<file path="src/rtl/fetch_stage.sv">
// Instruction fetch stage: drives the next PC, talks to instruction memory and fills IF/ID.
// Optional fetch statistics counter is enabled by defining FETCH_STATS_EN.
module fetch_stage (
    input  logic        clk,
    input  logic        rst,
    input  logic [15:0] curr_pc,
    output logic [15:0] new_pc,
    output logic        imem_req,
    output logic [15:0] imem_addr,
    input  logic [15:0] imem_rdata,
    input  logic        imem_ready,
    input  logic        stall,
    input  logic        redirect,
    input  logic [15:0] redirect_pc,
    output logic [15:0] ifid_instr,
    output logic [15:0] ifid_pc_plus2,
    output logic        ifid_valid,
    output logic        halted
`ifdef FETCH_STATS_EN
    ,
    output logic [15:0] fetch_count
`endif
);

    typedef enum logic [1:0] {
        S_FETCH = 2'd0,
        S_BUF   = 2'd1,
        S_HALT  = 2'd2
    } state_t;

    state_t      state_r, state_s;
    logic [15:0] buf_r, buf_s;
    logic [15:0] instr_r, instr_s;
    logic [15:0] pc2_r, pc2_s;
    logic        valid_r, valid_s;
    logic        halted_r, halted_s;
    logic        load_s;
    logic [15:0] load_word_s;
    logic [15:0] pc_plus2_s;

    assign imem_addr     = curr_pc;
    assign ifid_instr    = instr_r;
    assign ifid_pc_plus2 = pc2_r;
    assign ifid_valid    = valid_r;
    assign halted        = halted_r;

    // Next-state, next-PC and IF/ID update selection.
    always_comb begin
        state_s     = state_r;
        buf_s       = buf_r;
        instr_s     = instr_r;
        pc2_s       = pc2_r;
        valid_s     = valid_r;
        halted_s    = halted_r;
        load_s      = 1'b0;
        load_word_s = buf_r;
        pc_plus2_s  = curr_pc + 16'd2;
        new_pc      = curr_pc;
        imem_req    = (state_r == S_FETCH);

        if (redirect) begin
            // Redirect wins over stall and drops any response arriving this cycle.
            new_pc   = redirect_pc;
            valid_s  = 1'b0;
            buf_s    = 16'h0000;
            halted_s = 1'b0;
            state_s  = S_FETCH;
        end else begin
            case (state_r)
                S_FETCH: begin
                    if (!stall) begin
                        if (imem_ready) begin
                            load_s      = 1'b1;
                            load_word_s = imem_rdata;
                        end else begin
                            valid_s = 1'b0;
                        end
                    end else begin
                        if (imem_ready) begin
                            buf_s   = imem_rdata;
                            state_s = S_BUF;
                        end else begin
                            state_s = S_FETCH;
                        end
                    end
                end
                S_BUF: begin
                    if (!stall) begin
                        load_s      = 1'b1;
                        load_word_s = buf_r;
                    end else begin
                        state_s = S_BUF;
                    end
                end
                S_HALT: begin
                    if (!stall) begin
                        valid_s = 1'b0;
                    end else begin
                        valid_s = valid_r;
                    end
                end
                default: begin
                    state_s = S_FETCH;
                end
            endcase
        end

        if (load_s) begin
            instr_s = load_word_s;
            pc2_s   = pc_plus2_s;
            valid_s = 1'b1;
            buf_s   = 16'h0000;
            if (load_word_s[15:12] == 4'hF) begin
                halted_s = 1'b1;
                state_s  = S_HALT;
                new_pc   = curr_pc;
            end else begin
                state_s  = S_FETCH;
                new_pc   = pc_plus2_s;
            end
        end else begin
            pc2_s = pc2_r;
        end
    end

    // State, buffer and IF/ID registers.
    always_ff @(posedge clk or posedge rst) begin
        if (rst) begin
            state_r  <= S_FETCH;
            buf_r    <= 16'h0000;
            instr_r  <= 16'h0000;
            pc2_r    <= 16'h0000;
            valid_r  <= 1'b0;
            halted_r <= 1'b0;
        end else begin
            state_r  <= state_s;
            buf_r    <= buf_s;
            instr_r  <= instr_s;
            pc2_r    <= pc2_s;
            valid_r  <= valid_s;
            halted_r <= halted_s;
        end
    end

`ifdef FETCH_STATS_EN
    logic [15:0] count_r;

    assign fetch_count = count_r;

    // Counts every valid load into IF/ID, wrapping naturally at 16 bits.
    always_ff @(posedge clk or posedge rst) begin
        if (rst) begin
            count_r <= 16'h0000;
        end else if (load_s) begin
            count_r <= count_r + 16'd1;
        end else begin
            count_r <= count_r;
        end
    end
`endif

endmodule

</file>
<file path="config.mk">
export PLATFORM = sky130hd
export DESIGN_NAME = fetch_stage
export DESIGN_NICKNAME = d
export VERILOG_FILES = /design/src/rtl/fetch_stage.sv
export SDC_FILE = /design/constraint.sdc
export NUM_CORES = 1
export LEC_CHECK = 0
export CAP_MARGIN = 25
export CORE_ASPECT_RATIO = 1.2
export CORE_MARGIN = 4
export CORE_UTILIZATION = 40
export CTS_BUF_LIST = sky130_fd_sc_hd__clkbuf_8
export DETAILED_ROUTE_END_ITERATION = 7
export GPL_ROUTABILITY_DRIVEN = 0
export HOLD_SLACK_MARGIN = 0.08
export PLACE_DENSITY = 0.8
export SLEW_MARGIN = 30
export SYNTH_ARGS = -nofsm -noshare
export SYNTH_HDL_FRONTEND = slang
export SYNTH_SLANG_ARGS = --single-unit
</file>
<file path="constraint.sdc">
create_clock -name clk -period 2.3 [get_ports clk]
set_input_delay 0.46 -clock clk [delete_from_list [all_inputs] [get_ports clk]]
set_output_delay 0.46 -clock clk [all_outputs]
set_load 0.1 [all_outputs]
</file>
==> results.yml <==
status:
  status: "finished with violations"
  failed_checks: "setup timing"
sta:
  hold_viol_final: 0
  worst_slack_ns: -0.543
  clock.fmax_ghz: 0.352
  worst_pin_slew_ns: 0.621
  rsz0062_at_grt: "true"
  timing_max_transition_violations_final: 0
  setup_violations: 15
  post_route_setup_tns_ns: -7.02
  fin_crit_ns: 2.84
  slew-limit-headroom_pct: 58.5
  fin_worst_skew_ns: 0.00349
  final_worst_path_cycle_share_pct: 124
logic_synthesis:
  post_synth_fa_ha_maj_area_fraction_pct: 0.424
  synth_simple_gate_area_share_pct: 20.2
  synth-xor-area-share_pct: 6.83
  syn_inst: 334
  combinational_family_with_the_most_area_after_synthesis: "simple AND/OR/NAND/NOR gates"
  ff_latch_count_synth: 52
  post_synth_num_cell_types: 38
  synth.yosys.seq_area_share_pct: 44.1
  synth_top_flop_cell: "dfrtp_1"
  synth-edff-count: 0
  post_synth_instance_area_um2: 2950
  post_synth_main_area_contributors: "dfrtp_1 (44%), nand2_1 (9.7%), o21ai_0 (6.8%)"
  postSynthAreaPerCell_um2: 8.83
  netlist.area_leader.share_pct: 44.1
  synth_nets: 388
  synth_compound_gate_area_share_pct: 12.9
  async_flop_share_pct: 100
  synth_top_area_cell: "dfrtp_1"
  synthMuxAreaShare_pct: 7.72
  yosysWarningCount: 0
job:
  cap_violations: 0
detailed_routing:
  firstDrtPassIters: 4
  drt_drc_violations_left: 0
  drt-vias-per-instance: 5.16
  routed_length_per_placed_instance_um: 16.3
  detailedRoute.firstIterationViolations: 73
  num_vias: 3009
  detail-route-antenna-nets: 0
  finalWirelength_um: 9490
final_layout:
  flow.area_growth_from_synthesis_pct: 83.4
  layoutNonFillerInstCount: 583
  insertedDiodeCount: 0
  nNetsFinal: 546
  post_route_cells_drive_above_1_share_pct: 42.2
setup_path:
  crit_type: "primary input to primary output"
  worst_r2r_path_depth: 6
  timing.critical_path.max_delay_family: "simple AND/OR/NAND/NOR gates"
  path_common_cell: "mux2_4"
  worst_path_max_delay_cell: "or3b_4"
  timing.critical_path.required_ns: 1.84
  setup.reg_to_reg.worst_slack_ns: 0.29
  r2r_start: "state_r[0]"
  crit_path_cell_chain: "dlygate4sd2_1 -> or3b_4 -> nor4_4 -> buf_4 -> nor3_4 -> mux2_4 -> mux2_4 -> buf_12"
  critical_path.max_stage_delay_ns: 0.42
  regToRegEndpoint: "ifid_pc_plus2[2]"
  worstPathArrival_ns: 2.38
  worstPathBufferInverterCount: 3
  start_kind: "primary input"
  worst_setup_path_end_kind: "primary output"
  critical_path_peak_fanout: 2
placement:
  inst_count_dp: 568
  detailedPlacementHpwl_um: 7210
  place.port_buffers: 119
clocking:
  tritoncts_num_sinks: 52
  cts_htree_levels: 2
  cts.root.buffer_cell: "clkbuf_8"
  cts.clk_slew.worst_paths_ns: 0.10
  insertion_delay_ns: 0.30
  clock_buffer_count_from_cts: 5
  clockBufferDepth: 2
  tritoncts: "done"
  hold_buf_cts: 0
global_routing:
  grt_pass1_wl_um: 15600
  antenna_violations_before_repair: 0
  grt_usage_pct: 22.1
  grt_max_degree: 64
  grt_overflow: 0
  number_of_global_route_vias_before_repair: 3350
floorplan:
  starting_density_of_the_core_pct: 40.8
  height_of_the_die_um: 102
  num_rows: 34
  fp.coreArea_um2: 7230
  die_area_um2: 8810
  io_pins: 120
  floorplan.die.width_um: 86.4
power:
  cellPowerDensity_nw_per_um2: 615
  vdd_ir_drop_max_mv: 0.377
  power.static_leakage_nw: 2.54
hold_path:
  hold_class: "primary input to asynchronous set/reset pin"
[worst max path at each step]
stage	start	to	depth (start not counted)
floorplan	state_r[0]	new_pc[4]	6
global placement	imem_ready	new_pc[2]	8
detailed placement	imem_ready	new_pc[2]	8
CTS	state_r[0]	new_pc[2]	7
global route	state_r[0]	new_pc[2]	7
finish	imem_ready	new_pc[2]	8
[final cells by class]
type | count | area [um^2]
timing repair buffer | 188 | 2000
multi-input combinational | 238 | 1870
fill | 488 | 1830
sequential | 52 | 1300
tap | 90 | 113
clock buffer | 5 | 68.8
inverter | 7 | 26.3
clock inverter | 3 | 20.0
[state kept, by name, indices dropped and copies added (netlist names)]
register / flops
state_r: 2
ifid_instr: 16
ifid_pc_plus2: 16
halted: 1
buf_r: 16
ifid_valid: 1
[cells in the final DEF, fill, tap and decap left out, types with 7 or more instances in the layout]
cell,n
buf_12,37
dlymetal6s2s_1,8
dfrtp_1,52
nor4_4,8
o21ai_4,10
buf_4,98
a21oi_1,17
nand2_1,73
xnor2_1,9
xnor2_2,9
o21ai_0,30
mux2i_1,16
clkdlybuf4s50_1,35
inv_1,7
[worst register-to-register path: cells and delay by family (launching register included)]
| kind | cells | cell delay (ns) |
|---|---|---|
| buffers and inverters | 3 | 0.80 |
| muxes | 1 | 0.41 |
| DFF | 1 | 0.40 |
| AOI/OAI and AO/OA | 1 | 0.17 |
| and+or+nand+nor | 1 | 0.13 |
[what timing repair did]
item,CTS,global route
setup endpoints to repair,15,16
gates resized for setup,34,35
pin swaps,20,13
buffers inserted,8,2
[report_power, final]
group	internal [mW]	switching, mW	total (mW)
registers	1.01	0.0514	1.06
clock network	0.213	0.310	0.523
logic	0.508	1.24	1.74
[stage by stage]
step	worst slack [ns]	util, %	hold WS (ns)	area [um^2]	total power [mW]
6_report	-0.543	74.7	0.486	5410	3.32
2_1_floorplan	-0.448	-	0.501	3250	2.24
5_1_grt	-0.623	74.7	0.498	5410	3.45
3_3_place_gp	-0.769	70.3	0.462	5090	2.77
3_5_place_dp	-0.818	70.3	0.475	5090	2.80
4_1_cts	-0.615	74.2	0.496	5360	3.34
[cells in the mapped netlist, types with 2 or more instances]
cell type and instances:
nor3_1 2, mux2i_1 16, buf_2 3, xor2_1 5
nor2_1 6, buf_4 16, nor4_1 7, a21oi_1 17
and3_1 8, dfrtp_1 52, clkbuf_1 17, inv_1 7
xnor2_1 18, and4_1 2, nand2_1 76, nand3_1 5
a211o_1 3, nand2b_1 3, nor3b_1 2, a32oi_1 3
o21ai_0 40, nand4_1 5, nor4b_1 2, mux2_2 5
[per-layer routing]
layer	wire length [um]	share of wire (%)	vias to the layer above	GRT usage (%)
li1	-	-	1447	-
met1	3580	38	1462	24.5
met2	5200	55	88	41.3
met3	558	5.9	12	4.44
met4	145	1.5	0	8.03
met5	0	0	-	0
[logic make-up after synthesis]
family	Yosys count
and+or+nand+nor	123
AOI/OAI and AO/OA	69
DFF	52
buffers and inverters	44
xor gates and xnor gates	23
muxes	22
adders and majority gates	1
Note: power is estimated with default switching activity, not from simulation.
